==> config.mk <==
export PLATFORM = sky130hd
export DESIGN_NAME = riscv_hazard_scoreboard
export DESIGN_NICKNAME = d
export VERILOG_FILES = /design/src/rtl/riscv_hazard_scoreboard.sv
export SDC_FILE = /design/constraint.sdc
export NUM_CORES = 1
export LEC_CHECK = 0
export CORE_ASPECT_RATIO = 1.75
export CORE_MARGIN = 3
export CORE_UTILIZATION = 30
export CTS_CLUSTER_SIZE = 24
export DETAILED_ROUTE_END_ITERATION = 10
export GPL_ROUTABILITY_DRIVEN = 0
export PLACE_DENSITY = 0.81
export SYNTH_ARGS = -nofsm -noshare
export SYNTH_HDL_FRONTEND = slang
export SYNTH_SLANG_ARGS = --single-unit
==> constraint.sdc <==
create_clock -name iclk -period 3 [get_ports iclk]
set_clock_uncertainty 0.2 [all_clocks]
set_input_delay 0.6 -clock iclk [delete_from_list [all_inputs] [get_ports iclk]]
set_output_delay 0.6 -clock iclk [all_outputs]
set_load 0.03 [all_outputs]
==> src/rtl/riscv_hazard_scoreboard.sv <==
// riscv_hazard_scoreboard: RAW forwarding from N post-EX stages, load-use
// stall, branch flush, and a single in-flight MDU op scoreboard.
// Optional feature macro: RISCV_HAZARD_PERF_EN (saturating perf counters).
module riscv_hazard_scoreboard #(
  parameter int MP_REGFILE_ADDR_WIDTH = 5,
  parameter int MP_NUM_FWD_STAGES     = 2,
  parameter int MP_FWD_SEL_WIDTH      = $clog2(MP_NUM_FWD_STAGES + 1)
) (
  input  logic                                             iclk,
  input  logic                                             irst_n,
  input  logic                                             ipc_src,
  input  logic [MP_REGFILE_ADDR_WIDTH-1:0]                 irs1_d,
  input  logic [MP_REGFILE_ADDR_WIDTH-1:0]                 irs2_d,
  input  logic [MP_REGFILE_ADDR_WIDTH-1:0]                 ird_d,
  input  logic                                             irs1_used_d,
  input  logic                                             irs2_used_d,
  input  logic                                             ird_wr_en_d,
  input  logic                                             imdu_d,
  input  logic [MP_REGFILE_ADDR_WIDTH-1:0]                 irs1_e,
  input  logic [MP_REGFILE_ADDR_WIDTH-1:0]                 irs2_e,
  input  logic [MP_REGFILE_ADDR_WIDTH-1:0]                 ird_e,
  input  logic                                             iload_e,
  input  logic                                             imdu_start,
  input  logic                                             imdu_done,
  input  logic [MP_NUM_FWD_STAGES*MP_REGFILE_ADDR_WIDTH-1:0] ird_stg,
  input  logic [MP_NUM_FWD_STAGES-1:0]                     ird_wr_en_stg,
  output logic [MP_FWD_SEL_WIDTH-1:0]                      oforward_alu_src_a,
  output logic [MP_FWD_SEL_WIDTH-1:0]                      oforward_alu_src_b,
  output logic                                             ostall_f,
  output logic                                             ostall_d,
  output logic                                             oflush_d,
  output logic                                             oflush_e,
  output logic                                             omdu_busy,
  output logic                                             omdu_err,
  output logic [31:0]                                      ocnt_stall_lw,
  output logic [31:0]                                      ocnt_stall_mdu,
  output logic [31:0]                                      ocnt_flush
);

  localparam int AW = MP_REGFILE_ADDR_WIDTH;
  localparam int N  = MP_NUM_FWD_STAGES;
  localparam int SW = MP_FWD_SEL_WIDTH;

  typedef enum logic {IDLE, BUSY} state_t;

  state_t          state, state_nxt;
  logic [AW-1:0]   busy_rd, busy_rd_nxt;
  logic            err_nxt;
  logic            busy;
  logic            lw_stall, mdu_stall, stall;
  logic            rd_e_hit, busy_rd_hit;

  // Forward select: scan oldest to youngest so the youngest match wins.
  always_comb begin
    oforward_alu_src_a = '0;
    oforward_alu_src_b = '0;
    for (int unsigned i = 0; i < N; i++) begin
      if (ird_wr_en_stg[N-1-i] && ird_stg[(N-1-i)*AW +: AW] == irs1_e && irs1_e != '0)
        oforward_alu_src_a = SW'(N - i);
      if (ird_wr_en_stg[N-1-i] && ird_stg[(N-1-i)*AW +: AW] == irs2_e && irs2_e != '0)
        oforward_alu_src_b = SW'(N - i);
    end
  end

  // Stall and flush decode against the EX destination and the MDU scoreboard.
  always_comb begin
    busy        = (state == BUSY);
    rd_e_hit    = (ird_e != '0) &&
                  ((irs1_used_d && irs1_d == ird_e) || (irs2_used_d && irs2_d == ird_e));
    busy_rd_hit = (busy_rd != '0) &&
                  ((irs1_used_d && irs1_d == busy_rd) || (irs2_used_d && irs2_d == busy_rd));
    lw_stall    = iload_e && rd_e_hit;
    mdu_stall   = (imdu_start && rd_e_hit) ||
                  (busy && busy_rd_hit) ||
                  (busy && ird_wr_en_d && ird_d == busy_rd) ||
                  (busy && imdu_d);
    stall       = lw_stall || mdu_stall;
    ostall_f    = stall && !ipc_src;
    ostall_d    = stall && !ipc_src;
    oflush_d    = ipc_src;
    oflush_e    = stall || ipc_src;
    omdu_busy   = busy;
  end

  // MDU tracker next state; start+done while busy retires then reissues.
  always_comb begin
    state_nxt   = state;
    busy_rd_nxt = busy_rd;
    err_nxt     = omdu_err;
    case (state)
      IDLE: begin
        if (imdu_done) err_nxt = 1'b1;
        if (imdu_start) begin
          state_nxt   = BUSY;
          busy_rd_nxt = ird_e;
        end
      end
      BUSY: begin
        if (imdu_start && imdu_done) begin
          busy_rd_nxt = ird_e;
        end else if (imdu_done) begin
          state_nxt = IDLE;
        end else if (imdu_start) begin
          err_nxt = 1'b1;
        end
      end
      default: state_nxt = IDLE;
    endcase
  end

  // MDU tracker registers.
  always_ff @(posedge iclk or negedge irst_n) begin
    if (!irst_n) begin
      state    <= IDLE;
      busy_rd  <= '0;
      omdu_err <= 1'b0;
    end else begin
      state    <= state_nxt;
      busy_rd  <= busy_rd_nxt;
      omdu_err <= err_nxt;
    end
  end

`ifdef RISCV_HAZARD_PERF_EN
  // Saturating performance counters; MDU count excludes cycles already blamed on load-use.
  always_ff @(posedge iclk or negedge irst_n) begin
    if (!irst_n) begin
      ocnt_stall_lw  <= '0;
      ocnt_stall_mdu <= '0;
      ocnt_flush     <= '0;
    end else begin
      if (ostall_d && lw_stall && ocnt_stall_lw != '1)
        ocnt_stall_lw <= ocnt_stall_lw + 32'd1;
      if (ostall_d && mdu_stall && !lw_stall && ocnt_stall_mdu != '1)
        ocnt_stall_mdu <= ocnt_stall_mdu + 32'd1;
      if (ipc_src && ocnt_flush != '1)
        ocnt_flush <= ocnt_flush + 32'd1;
    end
  end
`else
  assign ocnt_stall_lw  = '0;
  assign ocnt_stall_mdu = '0;
  assign ocnt_flush     = '0;
`endif

endmodule

**Word-level counts from Yosys, hierarchy flattened**

Cells that the tools add are included.

- Output and inout port bits: 106
- Input bits: 52
- Logic and storage cells: 71
- Register bits after elaboration: 7

- Reduce and logical (&&, ||, !) cells: 36
- Muxes and demuxes: 16
- Equal/unequal tests: 15
- Bitwise operators: 1

Operators by type and width:

| kind | count |
|---|---|
| equality test 5 bit | 9 |
| logical AND 1 bit | 22 |
| nonzero test 5 bit | 4 |
| 2-to-1 mux 5 bit | 2 |
| inequality test 2 bit, second input constant | 5 |
| case mux 5 bit (2 select lines) | 1 |
| 2-to-1 mux 2 bit | 4 |
| logical OR 1 bit | 7 |
| 2-to-1 mux 1 bit | 7 |
| case mux 1 bit (2 select lines) | 2 |
| AND reduction 4 bit | 1 |
| inequality test 2 x 1 -> 1 bit, second input constant | 1 |
| AND reduction 2 bit | 1 |
| logical NOT 1 bit | 1 |
| NOT 1 bit | 1 |

**Logic depth before layout (Yosys ltp)**

- Depth in word-level cells: 10
- Depth in mapped cells: 6
- Depth with buffers taken out: 5

**Worst setup path after synthesis**

Ideal clock, no wire load.

- Path type: input-to-output
- Start: input irs1_e[1]
- End: output oforward_alu_src_a[1]
- Cell stages on the path: 4
- Required time: 2,200 ps
- Path slack: -230 ps
- Arrival: 2,430 ps
- Path buffers: 0
- Cells stage by stage: or4_1 -> nor2_1 -> nor4_1 -> nor4_1

- Longest elaborated chain between the ends: 5
- Elaborated cells on any way between the ends: 9
- Classes of those cells: eq/ne (2); mux (2); reduce/logical (5)

RTL lines:

| element | RTL line | RTL |
|---|---|---|
| start, declared | 19 | `input logic [MP_REGFILE_ADDR_WIDTH-1:0] irs1_e,` |
| equality test 5 bit | 58 | `if (ird_wr_en_stg[N-1-i] && ird_stg[(N-1-i)*AW +: AW] == irs1_e && irs1_e != '0)` |
| logical AND 1 bit (2 in a row) | 58 |  |
| 2-to-1 mux 2 bit | 58 |  |
| 2-to-1 mux 2 bit (*) | 58 |  |
| end, declared | 27 | `output logic [MP_FWD_SEL_WIDTH-1:0] oforward_alu_src_a,` |

Mark *: on every way between the ends. The rest lies on a longest branch, timed or not.

**Worst setup path after layout**

- Start: input irs2_e[2]
- End: output oforward_alu_src_b[1]

- Longest elaborated chain between the ends: 5
- Elaborated cells on any way between the ends: 9
- Classes of those cells: eq/ne (2); mux (2); reduce/logical (5)

RTL lines:

| element | RTL line | RTL |
|---|---|---|
| start, declared | 20 | `input logic [MP_REGFILE_ADDR_WIDTH-1:0] irs2_e,` |
| equality test 5 bit | 60 | `if (ird_wr_en_stg[N-1-i] && ird_stg[(N-1-i)*AW +: AW] == irs2_e && irs2_e != '0)` |
| logical AND 1 bit (2 in a row) | 60 |  |
| 2-to-1 mux 2 bit | 60 |  |
| 2-to-1 mux 2 bit (*) | 60 |  |
| end, declared | 28 | `output logic [MP_FWD_SEL_WIDTH-1:0] oforward_alu_src_b,` |

Marks and branches as above.

==> qor.yml <==
outcome:
  run_status: "finished clean"
placement:
  dp_hpwl_mm: 3.60
  place_area_um2: 2080
  portBuffers: 61
setup_path:
  crit_type: "in2out"
  crit_end: "oforward_alu_src_b[1]"
  cp-start-kind: "input pin"
  path_cells: "dlygate4sd2_1 > or4_4 > nor2_4 > nor4_2 > nor4_2 > buf_4 > buf_12"
  cp-startpoint: "irs2_e[2]"
  r2r_end: "busy_rd[4]$_DFFE_PN0P_"
  cp_max_fo: 3
  end_kind: "output port"
  cpPeakStageDelay_ns: 0.54
  cpMaxStageDelayCell: "or4_4"
  rrSetupSlack_ns: 1.54
  rr_worst_depth: 3
  path_common_cell: "nor4_2"
  r2r_start: "omdu_busy$_DFF_PN0_"
  cp.arrival_ns: 2.16
  required_ns: 2.20
global_routing:
  grt-ovfl-total: 0
  grt_pass1_wl_mm: 5.36
  grtUsageTotal_pct: 11.9
  antenna_found_initial: 0
  grt_pass1_vias: 1290
  grt_max_degree: 8
floorplan:
  dieHeight_um: 103
  design.portCount: 158
  start_util_pct: 31.7
  die_area_um2: 6300
  die_w_um: 61.3
  placementRows: 34
  core-area_um2: 5060
power_and_ir_drop:
  fin_total_pwr_w: 0.000678
  p_leak_nw: 1.13
  powerDensity_nw_per_um2: 302
  ir_worst_vdd_v: 0.000210
timing:
  finalCriticalPeriod_ns: 2.96
  setup_violations: 0
  clock.fmax_mhz: 338
  rsz0062_at_grt: "false"
  setup_tns_ns: 0
  hold_viol: 0
  post-route-period-util_pct: 98.6
  slew_viol_final: 0
cts:
  clk_root_buffer_cell: "clkbuf_8"
  tritoncts: "built"
  clock_latency_ns: 0.24
  cts_htree_levels: 1
  clk_pin_slew_ns: 0.04
  clock-sinks: 7
  cts_hold_buf: 0
  cts_buffers: 3
  ctsLongestPathBuffers: 2
synthesis:
  netlist_instances: 197
  syn_area_per_cell_um2: 8.15
  ys_seq_area_share_pct: 10.9
  synth-seq-cells: 7
  synth_area_um2: 1610
  yosysUniqueCellTypes: 23
  ys_warn_count: 0
detailed_routing:
  dr.pass1.iters: 4
  wl_per_cell_um: 13.0
  drtIter0Drc: 16
  drcViolationCount: 0
  routed_via_density: 4.12
  wirelength_mm: 4.36
  antenna_left: 0
  route.vias.total: 1379
worst_hold_path:
  min_path_type: "reg2reg"
final_layout:
  nNetsFinal: 334
  postLayoutCellArea_um2: 2250
  area_delta_synth_final_pct: 40.0
  drive_gt1_share_pct: 19.9
  antenna_cells: 0
run:
  max_cap_viol_count: 0
## Yosys cell counts
library cell  number  area share (%)
a21o_1             1            0.47
a21oi_1            2            0.62
and3_1             1            0.39
buf_4             98              46
conb_1             1            0.23
dfrtp_1            7              11
inv_1              2            0.47
mux2_2             5             3.5
nand2_1            6             1.4
nand2b_1           1            0.39
nand3_1            2            0.62
nand3b_1           1            0.47
nand4_1            6             2.3
nor2_1             2            0.47
nor2_2             1            0.39
nor3_1             2            0.62
nor4_1             7             2.7
o21ai_0            1            0.31
o22ai_1            1            0.39
o41ai_2            1             1.0
or4_1              4             1.9
xnor2_1           29              16
xor2_1            16             8.7
## worst min-delay path by stage
stage,startpoint,endpoint,slack (ns),cells past startpoint
5_1_grt,omdu_err$_DFFE_PN0P_,omdu_err$_DFFE_PN0P_,0.34,2
3_5_place_dp,omdu_err$_DFFE_PN0P_,omdu_err$_DFFE_PN0P_,0.29,2
2_1_floorplan,irst_n,busy_rd[0]$_DFFE_PN0P_,0.10,0
3_3_place_gp,omdu_err$_DFFE_PN0P_,omdu_err$_DFFE_PN0P_,0.27,2
4_1_cts,omdu_err$_DFFE_PN0P_,omdu_err$_DFFE_PN0P_,0.30,2
6_report,omdu_err$_DFFE_PN0P_,omdu_err$_DFFE_PN0P_,0.29,2
## per-layer routing
metal  global-route usage, %  routed length [um]  up-vias
met4                    6.01                 116        0
met2                    28.1                2620      128
li1                        -                   -      621
met5                       0                   0        -
met3                    3.01                 579        9
met1                    5.98                1040      621
## where the power goes
part           switching (W)  internal (W)  total [W]
combinational       0.000265      0.000143   0.000409
sequential         0.0000239      0.000106   0.000130
clock              0.0000471     0.0000924   0.000140
## stage by stage
step                      util [%]  hold slack, ns  worst slack, ns  cells
after floorplan                  -           0.104           0.0388    292
after global placement        41.1           0.266           -0.180    330
after detailed placement      41.1           0.289           -0.154    330
after CTS                     43.3           0.302          0.00119    336
after global routing          44.4           0.339          0.00107    335
final                         44.4           0.293           0.0430    335
## state kept, by name (all words and copies together), names as in the netlist
signal     count
busy_rd        5
omdu_busy      1
omdu_err       1
## cells by family (layout without fill, tap and decap cells)
kind of cell / after synthesis / in the layout / synth area share [%]
DFF: 7 / 7 / 10.9
xor gates and xnor gates: 45 / 45 / 24.6
muxes: 5 / 5 / 3.51
other: 1 / 96 / 0.234
and+or+nand+nor: 33 / 33 / 11.7
buffers and inverters: 100 / 89 / 46.3
AOI/OAI and AO/OA: 6 / 6 / 2.81
## placed cells by master (no fill, tap or decap)
cell type	netlist	routed
a21o_1	1	1
a21oi_1	2	1
a21oi_2	0	1
and3_4	0	1
buf_12	0	2
buf_4	98	23
buf_6	0	4
clkbuf_1	0	1
clkbuf_8	0	3
clkdlybuf4s50_1	0	29
conb_1	1	96
dfrtp_1	7	6
dfrtp_2	0	1
dlygate4sd2_1	0	14
dlymetal6s2s_1	0	11
inv_1	2	2
mux2_2	5	5
nand2_1	6	6
nand2b_1	1	1
nand3_1	2	2
nand3b_1	1	1
nand4_1	6	6
nor2_2	1	2
nor2_4	0	1
nor3_2	0	2
nor4_2	0	7
o21ai_0	1	1
o22ai_1	1	1
o41ai_4	0	1
or4_1	4	2
or4_4	0	2
xnor2_1	29	28
xnor2_2	0	1
xor2_1	16	16
## timing repair
| item | in CTS | in global routing |
|---|---|---|
| buffers inserted | 2 | 0 |
| setup endpoints to repair | 5 | 5 |
| pin swaps | 15 | 16 |
| gates resized for setup | 28 | 18 |
## area by class of cell
type / instances / area [um^2]
repair buffers: 83 / 808
clock buffers: 4 / 45.0
flip-flops and latches: 7 / 176
fillers: 494 / 2820
inverters: 2 / 7.51
multi-input cells: 185 / 1140
well taps: 54 / 67.6
## critical path: cells and delay by family
family | cells | cell delay, ns
AND/OR/NAND/NOR | 4 | 1.00
buffers and inverters | 3 | 0.55
(Power assumes the default switching activity.)
